## config.mk

```make
export PLATFORM = sky130hd
export DESIGN_NAME = rom_port_arbiter_flat
export DESIGN_NICKNAME = d
export VERILOG_FILES = /design/src/rtl/rom_port_arbiter_if.sv /design/src/rtl/rom_port_arbiter.sv /design/src/flat_wrapper.sv
export SDC_FILE = /design/constraint.sdc
export NUM_CORES = 1
export LEC_CHECK = 0
export CAP_MARGIN = 30
export CORE_ASPECT_RATIO = 0.9
export CORE_MARGIN = 5
export CORE_UTILIZATION = 41
export DETAILED_ROUTE_END_ITERATION = 10
export GPL_TIMING_DRIVEN = 0
export PLACE_DENSITY_LB_ADDON = 0.12
export SYNTH_ARGS = -nofsm -noshare
export SYNTH_HDL_FRONTEND = slang
export SYNTH_SLANG_ARGS = --single-unit
export TNS_END_PERCENT = 10
```

## constraint.sdc

```tcl
create_clock -name clk -period 4 [get_ports clk]
set_input_delay 0.8 -clock clk [delete_from_list [all_inputs] [get_ports clk]]
set_output_delay 0.8 -clock clk [all_outputs]
set_load 0.05 [all_outputs]
```

## src/rtl/rom_port_arbiter_if.sv

```systemverilog
// Request/response port between one ROM requester and the arbiter.
// Requester drives req_valid/req_addr/resp_ready; arbiter drives the rest.
interface rom_port_if #(
    parameter int WORD_SIZE = 32
) ();
    logic                 req_valid;
    logic [31:0]          req_addr;
    logic                 req_ready;
    logic                 resp_valid;
    logic [WORD_SIZE-1:0] resp_data;
    logic                 resp_fault;
    logic                 resp_ready;

    modport master (
        output req_valid, req_addr, resp_ready,
        input  req_ready, resp_valid, resp_data, resp_fault
    );

    modport slave (
        input  req_valid, req_addr, resp_ready,
        output req_ready, resp_valid, resp_data, resp_fault
    );
endinterface

```

## src/rtl/rom_port_arbiter.sv

```systemverilog
// Round-robin arbiter sharing one combinational ROM read port between
// port 0 (instruction fetch) and port 1 (debug/loader read-back).
// Ports: clk, rst_n (async, active low); p0/p1 request/response ports;
//   rom_addr (word-aligned byte address to ROM), rom_data (ROM read data).
// One transaction outstanding: IDLE (accept) -> ACCESS (read) -> RESP.
module rom_port_arbiter #(
    parameter int SIZE      = 256,
    parameter int WORD_SIZE = 32
) (
    input  logic                 clk,
    input  logic                 rst_n,
    rom_port_if.slave            p0,
    rom_port_if.slave            p1,
    output logic [31:0]          rom_addr,
    input  logic [WORD_SIZE-1:0] rom_data
);
    typedef enum logic [1:0] {
        IDLE,
        ACCESS,
        RESP
    } state_e;

    state_e               state_q;
    logic                 rr_q;
    logic                 gnt_q;
    logic [29:0]          addr_q;
    logic [WORD_SIZE-1:0] data_q;
    logic                 fault_q;

    logic                 in_idle;
    logic                 any_valid;
    logic                 sel;
    logic [31:0]          sel_addr;
    logic                 sel_fault;
    logic                 gnt_resp_ready;
    logic                 resp_v0;
    logic                 resp_v1;

    assign in_idle   = (state_q == IDLE);
    assign any_valid = p0.req_valid | p1.req_valid;

    // With a single requester it wins; on contention rr_q picks.
    assign sel = (p0.req_valid & p1.req_valid) ? rr_q : p1.req_valid;

    assign sel_addr  = sel ? p1.req_addr : p0.req_addr;
    assign sel_fault = (sel_addr[1:0] != 2'b00)
                     | ({2'b00, sel_addr[31:2]} >= 32'(SIZE));

    assign p0.req_ready = in_idle & p0.req_valid & ~sel;
    assign p1.req_ready = in_idle & p1.req_valid & sel;

    assign gnt_resp_ready = gnt_q ? p1.resp_ready : p0.resp_ready;

    assign resp_v0 = (state_q == RESP) & ~gnt_q;
    assign resp_v1 = (state_q == RESP) & gnt_q;

    assign p0.resp_valid = resp_v0;
    assign p1.resp_valid = resp_v1;
    assign p0.resp_data  = resp_v0 ? data_q : '0;
    assign p1.resp_data  = resp_v1 ? data_q : '0;
    assign p0.resp_fault = resp_v0 & fault_q;
    assign p1.resp_fault = resp_v1 & fault_q;

    // The ROM sees the captured word address in every state.
    assign rom_addr = {addr_q, 2'b00};

    always_ff @(posedge clk or negedge rst_n) begin
        if (!rst_n) begin
            state_q <= IDLE;
            rr_q    <= 1'b0;
            gnt_q   <= 1'b0;
            addr_q  <= '0;
            data_q  <= '0;
            fault_q <= 1'b0;
        end else begin
            unique case (state_q)
                IDLE: begin
                    if (any_valid) begin
                        state_q <= ACCESS;
                        gnt_q   <= sel;
                        rr_q    <= ~sel;
                        addr_q  <= sel_addr[31:2];
                        fault_q <= sel_fault;
                    end
                end
                ACCESS: begin
                    // Faulting accesses keep the latency but return zero.
                    data_q  <= fault_q ? '0 : rom_data;
                    state_q <= RESP;
                end
                RESP: begin
                    if (gnt_resp_ready) begin
                        state_q <= IDLE;
                    end
                end
                default: begin
                    state_q <= IDLE;
                end
            endcase
        end
    end
endmodule
```

## src/flat_wrapper.sv

```systemverilog
// flat-port wrapper written by rule: the top's interface ports become plain ports
module rom_port_arbiter_flat 
#(
    parameter int SIZE      = 256,
    parameter int WORD_SIZE = 32
)
  (clk, rst_n, rom_addr, rom_data, p0_req_valid, p0_req_addr, p0_resp_ready, p0_req_ready, p0_resp_valid, p0_resp_data, p0_resp_fault, p1_req_valid, p1_req_addr, p1_resp_ready, p1_req_ready, p1_resp_valid, p1_resp_data, p1_resp_fault);
  rom_port_if #(.WORD_SIZE(WORD_SIZE)) p0_i ();
  rom_port_if #(.WORD_SIZE(WORD_SIZE)) p1_i ();
  input  logic clk;
  input  logic rst_n;
  output logic [31:0] rom_addr;
  input  logic [WORD_SIZE-1:0] rom_data;
  input wire logic [$bits(p0_i.req_valid)-1:0] p0_req_valid;
  input wire logic [$bits(p0_i.req_addr)-1:0] p0_req_addr;
  input wire logic [$bits(p0_i.resp_ready)-1:0] p0_resp_ready;
  output wire logic [$bits(p0_i.req_ready)-1:0] p0_req_ready;
  output wire logic [$bits(p0_i.resp_valid)-1:0] p0_resp_valid;
  output wire logic [$bits(p0_i.resp_data)-1:0] p0_resp_data;
  output wire logic [$bits(p0_i.resp_fault)-1:0] p0_resp_fault;
  input wire logic [$bits(p1_i.req_valid)-1:0] p1_req_valid;
  input wire logic [$bits(p1_i.req_addr)-1:0] p1_req_addr;
  input wire logic [$bits(p1_i.resp_ready)-1:0] p1_resp_ready;
  output wire logic [$bits(p1_i.req_ready)-1:0] p1_req_ready;
  output wire logic [$bits(p1_i.resp_valid)-1:0] p1_resp_valid;
  output wire logic [$bits(p1_i.resp_data)-1:0] p1_resp_data;
  output wire logic [$bits(p1_i.resp_fault)-1:0] p1_resp_fault;
  assign p0_i.req_valid = p0_req_valid;
  assign p0_i.req_addr = p0_req_addr;
  assign p0_i.resp_ready = p0_resp_ready;
  assign p0_req_ready = p0_i.req_ready;
  assign p0_resp_valid = p0_i.resp_valid;
  assign p0_resp_data = p0_i.resp_data;
  assign p0_resp_fault = p0_i.resp_fault;
  assign p1_i.req_valid = p1_req_valid;
  assign p1_i.req_addr = p1_req_addr;
  assign p1_i.resp_ready = p1_resp_ready;
  assign p1_req_ready = p1_i.req_ready;
  assign p1_resp_valid = p1_i.resp_valid;
  assign p1_resp_data = p1_i.resp_data;
  assign p1_resp_fault = p1_i.resp_fault;
  rom_port_arbiter #(.SIZE(SIZE), .WORD_SIZE(WORD_SIZE)) u_core (.clk(clk), .rst_n(rst_n), .p0(p0_i), .p1(p1_i), .rom_addr(rom_addr), .rom_data(rom_data));
endmodule
```

Word level (Yosys, flattened, before mapping) --
Cells that the tools add are included.
Word-level totals: register bits after elaboration 67
Cells by class: magnitude comparators 1, equal/unequal tests 4, mux-type cells 9, bitwise gates (word level) 13, reductions and logical operators 4
Operators with widths (count):
- 32-bit two-way mux | 4
- 30-bit by 9-bit greater-or-equal comparator with 1-bit output (second input constant) | 1
- 1-bit AND | 9
- 2-bit case mux with 3 select lines | 1
- 2-bit two-way mux | 2
- 2-bit AND reduction | 2
- 2-bit by 1-bit equality test with 1-bit output (second input constant) | 1
- 2-bit equality test (second input constant) | 1
- 2-bit zero test | 1
- 1-bit two-way mux | 2
- 2-bit by 1-bit != test with 1-bit output (second input constant) | 1
- 2-bit != test (second input constant) | 1
- 1-bit inverter | 2
- 1-bit OR | 2
- 2-bit nonzero test | 1

Logic depth before layout (Yosys ltp) --
depth in word-level cells 5, gate-level depth with buffers 6

Least setup slack after synthesis --
No wires, ideal clock.
path type reg-to-output, start point reg u_core.state_q[0], end point out p0_resp_data[22], arrival time 1.911 ns, required time 3.200 ns, path slack 1.289 ns, stages on the path, launching flop included 5, cell sequence dfrtp_1 -> nand2b_1 -> nor2_1 -> clkbuf_1 -> and2_1
On the way: word-level cells in the longest chain between the ends 3
RTL lines:
- start, declared | line rom_port_arbiter.sv:23 | state_e state_q;
- start signal, assigned | line rom_port_arbiter.sv:69 | state_q <= IDLE;
- start signal, assigned | line rom_port_arbiter.sv:79 | state_q <= ACCESS;
- start signal, assigned | line rom_port_arbiter.sv:89 | state_q <= RESP;
- 2-bit equality test | line rom_port_arbiter.sv:54 | assign resp_v0 = (state_q == RESP) & ~gnt_q;
- 1-bit AND | line rom_port_arbiter.sv:54
- via p0_resp_valid | line flat_wrapper.sv:18 | output wire logic [$bits(p0_i.resp_valid)-1:0] p0_resp_valid;
- 32-bit two-way mux | line rom_port_arbiter.sv:59 | assign p0.resp_data = resp_v0 ? data_q : '0;
- end, declared | line flat_wrapper.sv:19 | output wire logic [$bits(p0_i.resp_data)-1:0] p0_resp_data;
The timed path passes the listed nets, and every way through them passes these cells.

Final worst setup path --
start point in p0_req_valid, end point out p0_req_ready
On the way: word-level cells in the longest chain between the ends 4
RTL lines:
- start, declared | line flat_wrapper.sv:14 | input wire logic [$bits(p0_i.req_valid)-1:0] p0_req_valid;
- 1-bit AND | line rom_port_arbiter.sv:43 | assign sel = (p0.req_valid & p1.req_valid) ? rr_q : p1.req_valid;
- 1-bit two-way mux | line rom_port_arbiter.sv:43
- 1-bit inverter | line rom_port_arbiter.sv:49 | assign p0.req_ready = in_idle & p0.req_valid & ~sel;
- 1-bit AND (*) | line rom_port_arbiter.sv:49
- end, declared | line flat_wrapper.sv:17 | output wire logic [$bits(p0_i.req_ready)-1:0] p0_req_ready;
Mark *: on every way between the ends. The rest lies on a longest branch, timed or not.

==> load_flow_metrics.sql <==
INSERT INTO impl_metrics (metric_group, metric, value, unit) VALUES
('run_status', 'run_status', 'completed', ''),
('clock_tree', 'setup_repair_bufs_after_cts', '0', ''),
('power', 'swShare', '46.6', '%'),
('worst_setup_path', 'timing.critical_path.arrival', '2.99', 'ns'),
('die', 'floorplan.die_area', '0.0105', 'mm²'),
('synthesis', 'synth.yosys.seq_area_share', '47.8', '%'),
('timing', 'slew-limit-headroom', '42.6', '%'),
('timing', 'report.final.slew_viol_count', '0', ''),
('worst_setup_path', 'setup.worst_path.class', 'in -> out', ''),
('die', 'die_height', '97.7', 'µm'),
('power', 'power_frac_comb', '52.4', '%'),
('power', 'clockPowerShare', '18.3', '%'),
('worst_setup_path', 'crit_path_start', 'p0_req_valid', ''),
('synthesis', 'leading_cell_types_by_total_area_after_synthesis', 'sky130_fd_sc_hd__dfrtp_1 48%, sky130_fd_sc_hd__and2_1 12%, sky130_fd_sc_hd__mux2i_1 8.6%', ''),
('placed_design', 'portBuffers', '201', ''),
('clock_tree', 'clockBufferDepth', '2', ''),
('synthesis', 'synthDistinctLibCells', '27', ''),
('timing', 'fin_tns_setup', '0', 'ns'),
('detailed_routing', 'wirelength', '11400', 'µm'),
('synthesis', 'synthesis.yosys.warnings', '0', ''),
('finish', 'multi_input_area', '0.00170', 'mm²'),
('timing', 'setup_slack', '0.209', 'ns'),
('worst_setup_path', 'ff2ff_setup_slack', '2.36', 'ns'),
('power', 'power_switching', '1510', 'µW'),
('power', 'seq_power_share', '29.3', '%'),
('clock_tree', 'post_cts_resize_count', '0', ''),
('worst_setup_path', 'r2r.worst_path.cells', '4', ''),
('worst_setup_path', 'setup.worst_path.end_class', 'output pin', ''),
('placed_design', 'placement.cell_area', '0.00567', 'mm²'),
('worst_setup_path', 'setup.worst_path.start_class', 'input port', ''),
('synthesis', 'register_bit_count_reported_by_yosys', '67', ''),
('global_routing', 'number_of_global_route_vias_before_repair', '3619', ''),
('synthesis', 'fraction_of_post_synthesis_cell_area_in_the_top_cell_type_by_area', '47.8', '%'),
('timing', 'finalCritPeriodShare', '94.8', '%'),
('synthesis', 'yosys.area.top_type', 'sky130_fd_sc_hd__dfrtp_1', ''),
('clock_tree', 'cts_hold_buf', '0', ''),
('die', 'coreArea', '0.00845', 'mm²'),
('clock_tree', 'cts_buffers', '9', ''),
('global_routing', 'grt_first_pass_wirelength', '18200', 'µm'),
('timing', 'worst_pin_slew', '0.861', 'ns'),
('min_path', 'hold_class', 'reg -> reg', ''),
('timing', 'finalHoldViolCount', '0', ''),
('power', 'cell_internal_pwr', '1740', 'µW'),
('worst_setup_path', 'crit_path_max_fanout', '10', ''),
('die', 'fp.dieW', '107', 'µm'),
('finish', 'drive_gt1_share', '5.14', '%'),
('synthesis', 'postSynthCellCount', '385', ''),
('worst_setup_path', 'startpoint_of_the_worst_slack_reg_to_reg_timing_path', 'u_core.state_q[0]', ''),
('finish', 'filler_cell_count', '728', ''),
('finish', 'stdcell_count', '722', ''),
('finish', 'nets', '700', ''),
('finish', 'count_of_inserted_antenna_diode_cells', '0', ''),
('die', 'io-pin-count', '204', ''),
('clock_tree', 'cts_tree', 'yes', ''),
('global_routing', 'track_usage', '21.6', '%'),
('placed_design', 'placed_cells_incl_taps', '706', ''),
('timing', 'timing.final.crit_period', '3.79', 'ns'),
('die', 'placement_rows', '32', ''),
('worst_setup_path', 'critical_path.endpoint', 'p0_req_ready', ''),
('detailed_routing', 'drt_drc_violations_left', '0', ''),
('finish', 'sequential_cell_area', '0.00168', 'mm²'),
('placed_design', 'worst_setup_timing_slack_at_the_placement_stage', '0.196', 'ns'),
('worst_setup_path', 'worst_ep_required_time', '3.20', 'ns'),
('global_routing', 'grt_max_degree', '68', ''),
('die', 'floorplan.initialDensity', '41.5', '%'),
('clock_tree', 'cts_num_sinks', '67', ''),
('clock_tree', 'cts_htree_levels', '3', ''),
('placed_design', 'dp.final_hpwl', '9140', 'µm'),
('detailed_routing', 'drt_first_iter_violations', '112', ''),
('power', 'vdd_drop_max', '396', 'µV'),
('synthesis', 'avgSynthCellArea', '9.11', 'µm²');
cell families after synthesis:
kind of cell           share of synthesized area (%)
other                                          0.107
muxes                                           8.88
DFF                                             47.8
AOI/OAI and AO/OA                               10.2
and+or+nand+nor                                 29.2
buffers and inverters                           3.78
metrics by stage:
stage / total power (µW) / hold WS [ns] / util, %
after CTS: 3270 / 0.501 / 69.6
after global routing: 3420 / 0.534 / 69.6
after detailed placement: 2670 / 0.485 / 67.1
after floorplan: 2010 / 0.461 / -
final: 3250 / 0.499 / 69.6
after global placement: 2640 / 0.474 / 67.1
final cells by class:
cell class                      count  share of cell area, %
Sequential cell                    67                   28.5
Inverter                            2                  0.128
Tap cell                          119                   2.53
Buffer                             28                   2.13
Clock buffer                       12                   2.81
Timing Repair Buffer              201                   34.2
Multi-Input combinational cell    289                   28.9
Clock inverter                      4                  0.808
power by group through the flow:
stage	registers, µW	logic, µW	clock network, µW
2_1_floorplan	1470	541	0
3_3_place_gp	951	1690	0
4_1_cts	952	1720	604
3_5_place_dp	961	1710	0
6_report	952	1700	594
5_1_grt	978	1810	633
worst max-delay path, cell delays in order:
cell                              delay (ns)
sky130_fd_sc_hd__clkdlybuf4s50_1        0.47
sky130_fd_sc_hd__inv_1                  0.07
sky130_fd_sc_hd__o21ai_4                0.30
sky130_fd_sc_hd__buf_2                  0.35
sky130_fd_sc_hd__and2_1                 0.17
sky130_fd_sc_hd__clkdlybuf4s50_1        0.82
placed cells by master, fill, tap and decap left out:
master / n
sky130_fd_sc_hd__a21oi_1: 31
sky130_fd_sc_hd__a31oi_1: 1
sky130_fd_sc_hd__and2_1: 67
sky130_fd_sc_hd__and4_1: 1
sky130_fd_sc_hd__buf_1: 7
sky130_fd_sc_hd__buf_2: 4
sky130_fd_sc_hd__buf_4: 5
sky130_fd_sc_hd__bufinv_16: 1
sky130_fd_sc_hd__clkbuf_1: 13
sky130_fd_sc_hd__clkbuf_8: 12
sky130_fd_sc_hd__clkdlybuf4s50_1: 200
sky130_fd_sc_hd__clkinv_2: 2
sky130_fd_sc_hd__clkinvlp_4: 1
sky130_fd_sc_hd__conb_1: 2
sky130_fd_sc_hd__dfrtp_1: 67
sky130_fd_sc_hd__inv_1: 2
sky130_fd_sc_hd__mux2_2: 1
sky130_fd_sc_hd__mux2i_1: 30
sky130_fd_sc_hd__nand2_1: 33
sky130_fd_sc_hd__nand2b_1: 34
sky130_fd_sc_hd__nand3_1: 1
sky130_fd_sc_hd__nor2_1: 36
sky130_fd_sc_hd__nor3_1: 3
sky130_fd_sc_hd__nor3_2: 2
sky130_fd_sc_hd__nor4_1: 6
sky130_fd_sc_hd__nor4_2: 1
sky130_fd_sc_hd__o21ai_1: 33
sky130_fd_sc_hd__o21ai_4: 1
sky130_fd_sc_hd__o21bai_1: 1
sky130_fd_sc_hd__o22a_1: 1
sky130_fd_sc_hd__or4_1: 3
sky130_fd_sc_hd__or4_4: 1
cell usage after synthesis:
| library cell | count |
|---|---|
| sky130_fd_sc_hd__a31oi_1 | 1 |
| sky130_fd_sc_hd__nor3_1 | 3 |
| sky130_fd_sc_hd__nor4_1 | 6 |
| sky130_fd_sc_hd__nand3_1 | 1 |
| sky130_fd_sc_hd__o21ai_1 | 33 |
| sky130_fd_sc_hd__mux2i_1 | 30 |
| sky130_fd_sc_hd__inv_1 | 2 |
| sky130_fd_sc_hd__nor3_2 | 2 |
| sky130_fd_sc_hd__or4_1 | 3 |
| sky130_fd_sc_hd__nor4_2 | 1 |
| sky130_fd_sc_hd__buf_1 | 7 |
| sky130_fd_sc_hd__mux2_2 | 1 |
| sky130_fd_sc_hd__nand2_1 | 33 |
| sky130_fd_sc_hd__and4_1 | 1 |
| sky130_fd_sc_hd__clkbuf_1 | 13 |
| sky130_fd_sc_hd__buf_2 | 4 |
| sky130_fd_sc_hd__o22a_1 | 1 |
| sky130_fd_sc_hd__dfrtp_1 | 67 |
| sky130_fd_sc_hd__o21bai_1 | 1 |
| sky130_fd_sc_hd__or4_4 | 1 |
| sky130_fd_sc_hd__o21ai_4 | 1 |
| sky130_fd_sc_hd__nor2_1 | 36 |
| sky130_fd_sc_hd__and2_1 | 67 |
| sky130_fd_sc_hd__buf_4 | 4 |
| sky130_fd_sc_hd__conb_1 | 1 |
| sky130_fd_sc_hd__nand2b_1 | 34 |
| sky130_fd_sc_hd__a21oi_1 | 31 |
layer usage:
metal	GRT usage, %	routed length (µm)	vias up
met5	0	0	-
met4	6.60	245	0
met3	6.08	843	20
met2	37.0	5730	118
met1	26.2	4620	1631
li1	-	-	1694
worst min-delay path by stage:
stage / to / slack, ns / startpoint / cells past startpoint
finish: u_core.data_q[0] / 0.50 / u_core.data_q[0] / 2
global route: u_core.data_q[5] / 0.53 / u_core.data_q[5] / 2
CTS: u_core.data_q[2] / 0.50 / u_core.data_q[2] / 2
detailed placement: u_core.data_q[2] / 0.49 / u_core.data_q[2] / 2
global placement: u_core.data_q[2] / 0.47 / u_core.data_q[2] / 2
floorplan: u_core.data_q[0] / 0.46 / u_core.data_q[0] / 2
state kept, by name, indices dropped and copies added (netlist names):
signal,flops
u_core.gnt_q,1
u_core.addr_q,30
u_core.data_q,32
u_core.rr_q,1
u_core.state_q,2
u_core.fault_q,1
Note: power is estimated with default switching activity, not from simulation.
